$ cat src/rtl/fp32_add_arbiter_if.sv
// fp32_add_arbiter_if: requester handshake and response bundle for fp32_add_arbiter
interface fp32_add_arbiter_if #(parameter int NUM_REQ = 4);
    logic [NUM_REQ-1:0]    req_valid, req_ready, rsp_valid;
    logic [NUM_REQ*32-1:0] req_a, req_b;
    logic [31:0]           rsp_result;
    modport master (output req_valid, req_a, req_b, input req_ready, rsp_valid, rsp_result);
    modport slave (input req_valid, req_a, req_b, output req_ready, rsp_valid, rsp_result);
endinterface

$ cat src/rtl/fp32_add_arbiter.sv
// fp32_add_arbiter: round-robin scheduler sharing one fp32_add pipeline among NUM_REQ requesters
// Optional issued-op counter built only when FP32_ADD_ARB_STATS_EN is defined.
module fp32_add_arbiter #(
    parameter int NUM_REQ     = 4,
    parameter int ADD_LATENCY = 2,
    parameter int TAG_W       = 2
) (
    input  logic              clk,
    input  logic              rst_n,
    fp32_add_arbiter_if.slave bus,
    output logic [31:0]       add_a,
    output logic [31:0]       add_b,
    input  logic [31:0]       add_result,
    output logic              busy,
    output logic [31:0]       stat_issued
);
    localparam int DEPTH = ADD_LATENCY + 1;
    localparam logic [NUM_REQ-1:0] lsb = NUM_REQ'(1);

    logic [TAG_W-1:0] rr_ptr, grant, idx;
    logic             found, accept;
    logic [DEPTH-1:0] pipe_vld;
    logic [TAG_W-1:0] pipe_tag [DEPTH];

    always_comb begin
        grant = '0;
        found = 1'b0;
        idx   = '0;
        for (int k = 0; k < NUM_REQ; k++) begin
            idx = TAG_W'((int'(rr_ptr) + k) % NUM_REQ);
            if (!found && bus.req_valid[idx]) begin
                found = 1'b1;
                grant = idx;
            end
        end
    end

    // outputs are forced quiet while reset is asserted
    assign accept         = rst_n & found;
    assign bus.req_ready  = accept ? lsb << grant : '0;
    assign bus.rsp_valid  = (rst_n & pipe_vld[DEPTH-1]) ? lsb << pipe_tag[DEPTH-1] : '0;
    assign bus.rsp_result = add_result;
    assign busy           = rst_n & (|pipe_vld | |bus.req_valid);

    always_ff @(posedge clk) begin
        if (!rst_n) begin
            rr_ptr   <= '0;
            pipe_vld <= '0;
            add_a    <= '0;
            add_b    <= '0;
            for (int k = 0; k < DEPTH; k++) pipe_tag[k] <= '0;
        end else begin
            if (accept) rr_ptr <= (int'(grant) == NUM_REQ - 1) ? '0 : grant + 1'b1;
            add_a       <= accept ? bus.req_a[int'(grant)*32 +: 32] : '0;
            add_b       <= accept ? bus.req_b[int'(grant)*32 +: 32] : '0;
            pipe_vld    <= {pipe_vld[DEPTH-2:0], accept};
            pipe_tag[0] <= grant;
            for (int k = 1; k < DEPTH; k++) pipe_tag[k] <= pipe_tag[k-1];
        end
    end

`ifdef FP32_ADD_ARB_STATS_EN
    always_ff @(posedge clk) stat_issued <= !rst_n ? '0 : stat_issued + 32'(accept);
`else
    assign stat_issued = '0;
`endif
endmodule
$ cat src/flat_wrapper.sv
// flat-port wrapper written by rule: the top's interface ports become plain ports
module fp32_add_arbiter_flat 
#(
    parameter int NUM_REQ     = 4,
    parameter int ADD_LATENCY = 2,
    parameter int TAG_W       = 2
)
  (clk, rst_n, add_a, add_b, add_result, busy, stat_issued, bus_req_valid, bus_req_a, bus_req_b, bus_req_ready, bus_rsp_valid, bus_rsp_result);
  fp32_add_arbiter_if #(.NUM_REQ(NUM_REQ)) bus_i ();
  input  logic clk;
  input  logic rst_n;
  output logic [31:0] add_a;
  output logic [31:0] add_b;
  input  logic [31:0] add_result;
  output logic busy;
  output logic [31:0] stat_issued;
  input wire logic [$bits(bus_i.req_valid)-1:0] bus_req_valid;
  input wire logic [$bits(bus_i.req_a)-1:0] bus_req_a;
  input wire logic [$bits(bus_i.req_b)-1:0] bus_req_b;
  output wire logic [$bits(bus_i.req_ready)-1:0] bus_req_ready;
  output wire logic [$bits(bus_i.rsp_valid)-1:0] bus_rsp_valid;
  output wire logic [$bits(bus_i.rsp_result)-1:0] bus_rsp_result;
  assign bus_i.req_valid = bus_req_valid;
  assign bus_i.req_a = bus_req_a;
  assign bus_i.req_b = bus_req_b;
  assign bus_req_ready = bus_i.req_ready;
  assign bus_rsp_valid = bus_i.rsp_valid;
  assign bus_rsp_result = bus_i.rsp_result;
  fp32_add_arbiter #(.NUM_REQ(NUM_REQ), .ADD_LATENCY(ADD_LATENCY), .TAG_W(TAG_W)) u_core (.clk(clk), .rst_n(rst_n), .bus(bus_i), .add_a(add_a), .add_b(add_b), .add_result(add_result), .busy(busy), .stat_issued(stat_issued));
endmodule
$ cat config.mk
export PLATFORM = sky130hd
export DESIGN_NAME = fp32_add_arbiter_flat
export DESIGN_NICKNAME = d
export VERILOG_FILES = /design/src/rtl/fp32_add_arbiter_if.sv /design/src/rtl/fp32_add_arbiter.sv /design/src/flat_wrapper.sv
export SDC_FILE = /design/constraint.sdc
export NUM_CORES = 1
export LEC_CHECK = 0
export BUFFER_PORTS_ARGS = -buffer_cell sky130_fd_sc_hd__buf_2
export CORE_AREA = 2 2 169 171
export DETAILED_ROUTE_END_ITERATION = 12
export DIE_AREA = 0 0 171 173
export GPL_TIMING_DRIVEN = 0
export MAX_ROUTING_LAYER = met4
export SLEW_MARGIN = 20
export SYNTH_ARGS = -nofsm -noshare
export SYNTH_HDL_FRONTEND = slang
export SYNTH_SLANG_ARGS = --single-unit
$ cat constraint.sdc
create_clock -name clk -period 4.59 [get_ports clk]
set_input_delay 0.2295 -clock clk [delete_from_list [all_inputs] [get_ports clk]]
set_output_delay 0.2295 -clock clk [all_outputs]
set_load 0.1 [all_outputs]
==> summary.md <==
| Metric | Value |
|---|---|
| Synth Register Bits | `75` |
| ANT nets after route | `0` |
| Number of diodes | `0` |
| Register area | `1501 um2` |
| Initial antenna violation count | `1` |
| Placer Congestion | `0.8479` |
| Comb pwr share | `54.5%` |
| Syn Inst Count | `418` |
| Nets | `1120` |
| Pre-antenna DRT Iters | `4` |
| Worst Path Max Fanout | `10` |
| Die width | `171 um` |
| Crit path to | `bus_req_ready[1]` |
| Core area | `27630 um2` |
| Skew-Pair Late Insertion Delay | `340 ps` |
| Switching pwr | `1916 uW` |
| Cts bufs inserted | `9` |
| Setup CP Type | `reg2out` |
| Reg-to-reg startpoint | `u_core.rr_ptr[0]` |
| Layout cell share with drive strength beyond 1 | `56.02%` |
| Worst min path class | `in2reg` |
| Final setup violation count | `0` |
| Commonest cells after routing, fill and taps aside | `buf_2, dfxtp_1, buf_4` |
| WP data required | `4360 ps` |
| CP Launch Point | `u_core.rr_ptr[0]` |
| Post-Route Skew | `7.746 ps` |
| Worst-Margin Slew | `789.0 ps` |
| Yosys warning count | `0` |
| Internal | `1767 uW` |
| CTS Hold Bufs | `0` |
| FF-to-FF setup slack | `2410 ps` |
| Post-detail-place hpwl | `15.36 mm` |
| DR WL/cell | `15.42 um` |
| DRC viols | `0` |
| Final Total Pwr | `3682 uW` |
| Layout Area Growth over Synthesis | `68.56%` |
| Outcome | `finished, final reports clean` |
| CP arrival | `2690 ps` |
| Via density | `3.899` |
| Root Buffer | `clkbuf_16` |
| Max Freq | `342.6 MHz` |
| CTS max path bufs | `2` |
| R2R depth | `5` |
| Worst setup SP type | `flop` |
| Die area | `29580 um2` |
| Seq pwr share | `22.0%` |
| RSZ-0062 raised after global routing | `false` |
| # IOs | `431` |
| # fillers | `3024` |
| Starting Density | `14.60%` |
| Reg-to-reg endpoint | `u_core.add_b[6]` |
| Num rows | `61` |
| Post-Syn Area | `4035 um2` |
| First-pass GRT wire length | `25.84 mm` |
| Period minus WS final | `2919 ps` |
| PwrDens | `541.4 nW/um2` |
| Clock power share | `23.5%` |
| Final period utilization | `63.60%` |
| Lkg Pwr | `0.003466 uW` |
| All-Layer GR Usage | `12.05%` |
| Seq/Total Area, Yosys | `37.21%` |
| Sw Share | `52.03%` |
| I/O Buffers | `365` |
| Commonest non-fill, non-tap cell in the layout | `buf_2` |
| CP endpoint kind | `output port` |
| Die Y | `173 um` |
| Worst-path clk slew | `70 ps` |
| Synth unique cells | `30` |
| Via count | `4710` |
| Max-slew violations | `0` |
| Slew Limit Headroom | `47.40%` |
| Sink Count | `75` |
| Post-CTS resize count | `0` |
| Synthesized area per cell | `9.653 um2` |
| Largest net degree at the start of global routing | `15` |
| DR iter-0 viols | `212` |
| Hold path depth | `3` |
| Multi-input logic area | `1933 um2` |
| CTS HTree Levels | `3` |
| Hold violation count in the final report | `0` |
| Final WL | `18.63 mm` |
| Postcts setup bufs | `0` |
| Setup TNS | `0 ps` |
| CTS tree | `yes` |
| Max Cap Viol | `0` |
| Number of global-route vias before repair | `4516` |
| VDD IR max | `0.1738 mV` |
| Total gr overflow | `0` |
-- flip-flops by register name, summed over array words and instances (netlist names) --
name and count:
u_core.add_b 32, u_core.pipe_vld 3, u_core.rr_ptr 2, u_core.pipe_tag 6, u_core.add_a 32
-- per-layer routing --
layer,part of all wire (%),global-route usage [%]
met1,39,13.08
met4,1.4,3.355
met2,52,22.28
met3,7.5,2.083
met5,0,-
-- kinds of logic after synthesis --
logic type / share of synthesized area, %
mux: 16.12
fa+ha+maj: 0.3100
other cells: 0.09293
buf+inv: 17.77
simple gates: 4.620
compound gates: 23.88
flops: 37.21
-- area by class of cell --
class | count | area share (%)
Clock inverter | 7 | 1.840
Multi-Input combinational cell | 269 | 28.42
Tap cell | 378 | 6.954
Sequential cell | 75 | 22.08
Clock buffer | 9 | 3.311
Timing Repair Buffer | 365 | 26.86
Buffer | 101 | 10.32
Inverter | 4 | 0.2208
-- Yosys cell counts, drive strengths merged --
cell	number	area (um2)
o41a	1	11.26
or2	1	6.260
nor2	5	18.77
o31ai	1	21.27
a2bb2oi	1	15.01
a21oi	2	10.01
ha	1	12.51
nor3	8	40.04
a22oi	64	480.5
o31a	1	8.760
inv	4	15.01
buf	86	645.6
a211oi	1	7.510
o22a	1	8.760
nand3	1	5.000
and3	1	6.260
mux2i	65	650.6
nand2	4	15.01
clkbuf	15	56.30
dfxtp	75	1501
o22ai	64	400.4
and2	7	43.79
nor2b	6	37.54
nor3b	1	7.510
nand2b	1	6.260
conb	1	3.750
-- stage by stage --
stage	worst slack [ps]	cells	hold slack (ps)	utilization, %	area (um2)
after global routing	1454	1208	167.9	24.62	6802
after detailed placement	1952	1192	420.3	23.35	6451
after CTS	1589	1208	149.2	24.62	6802
after global placement	1953	1192	417.6	23.35	6451
after floorplan	961.3	449	398.1	-	4151
final	1671	1208	168.5	24.62	6802
-- how the worst min path moves through the flow --
| stage | startpoint | to | slack (ps) |
|---|---|---|---|
| finish | bus_req_b[47] | u_core.add_b[15] | 170 |
| global placement | u_core.pipe_tag[0][3] | u_core.pipe_tag[0][5] | 420 |
| detailed placement | u_core.pipe_tag[0][3] | u_core.pipe_tag[0][5] | 420 |
| global route | bus_req_b[41] | u_core.add_b[9] | 170 |
| CTS | bus_req_b[47] | u_core.add_b[15] | 150 |
| floorplan | rst_n | u_core.pipe_vld[0] | 400 |
-- worst max-delay path, stage by stage (launching register included) --
cell	delay [ps]
dfxtp_1	400
nor2b_1	120
nor3_1	310
a2bb2oi_2	280
nand2_1	210
buf_2	320
buf_6	200
nor2_1	80
buf_2	420
-- power by group through the flow --
stage / Sequential [uW] / Clock (uW) / Combinational (uW)
global placement: 821 / 0 / 2020
finish: 809 / 867 / 2010
detailed placement: 825 / 0 / 2020
global route: 822 / 925 / 2090
floorplan: 1660 / 0 / 767
CTS: 810 / 906 / 2020
(Power assumes the default switching activity.)
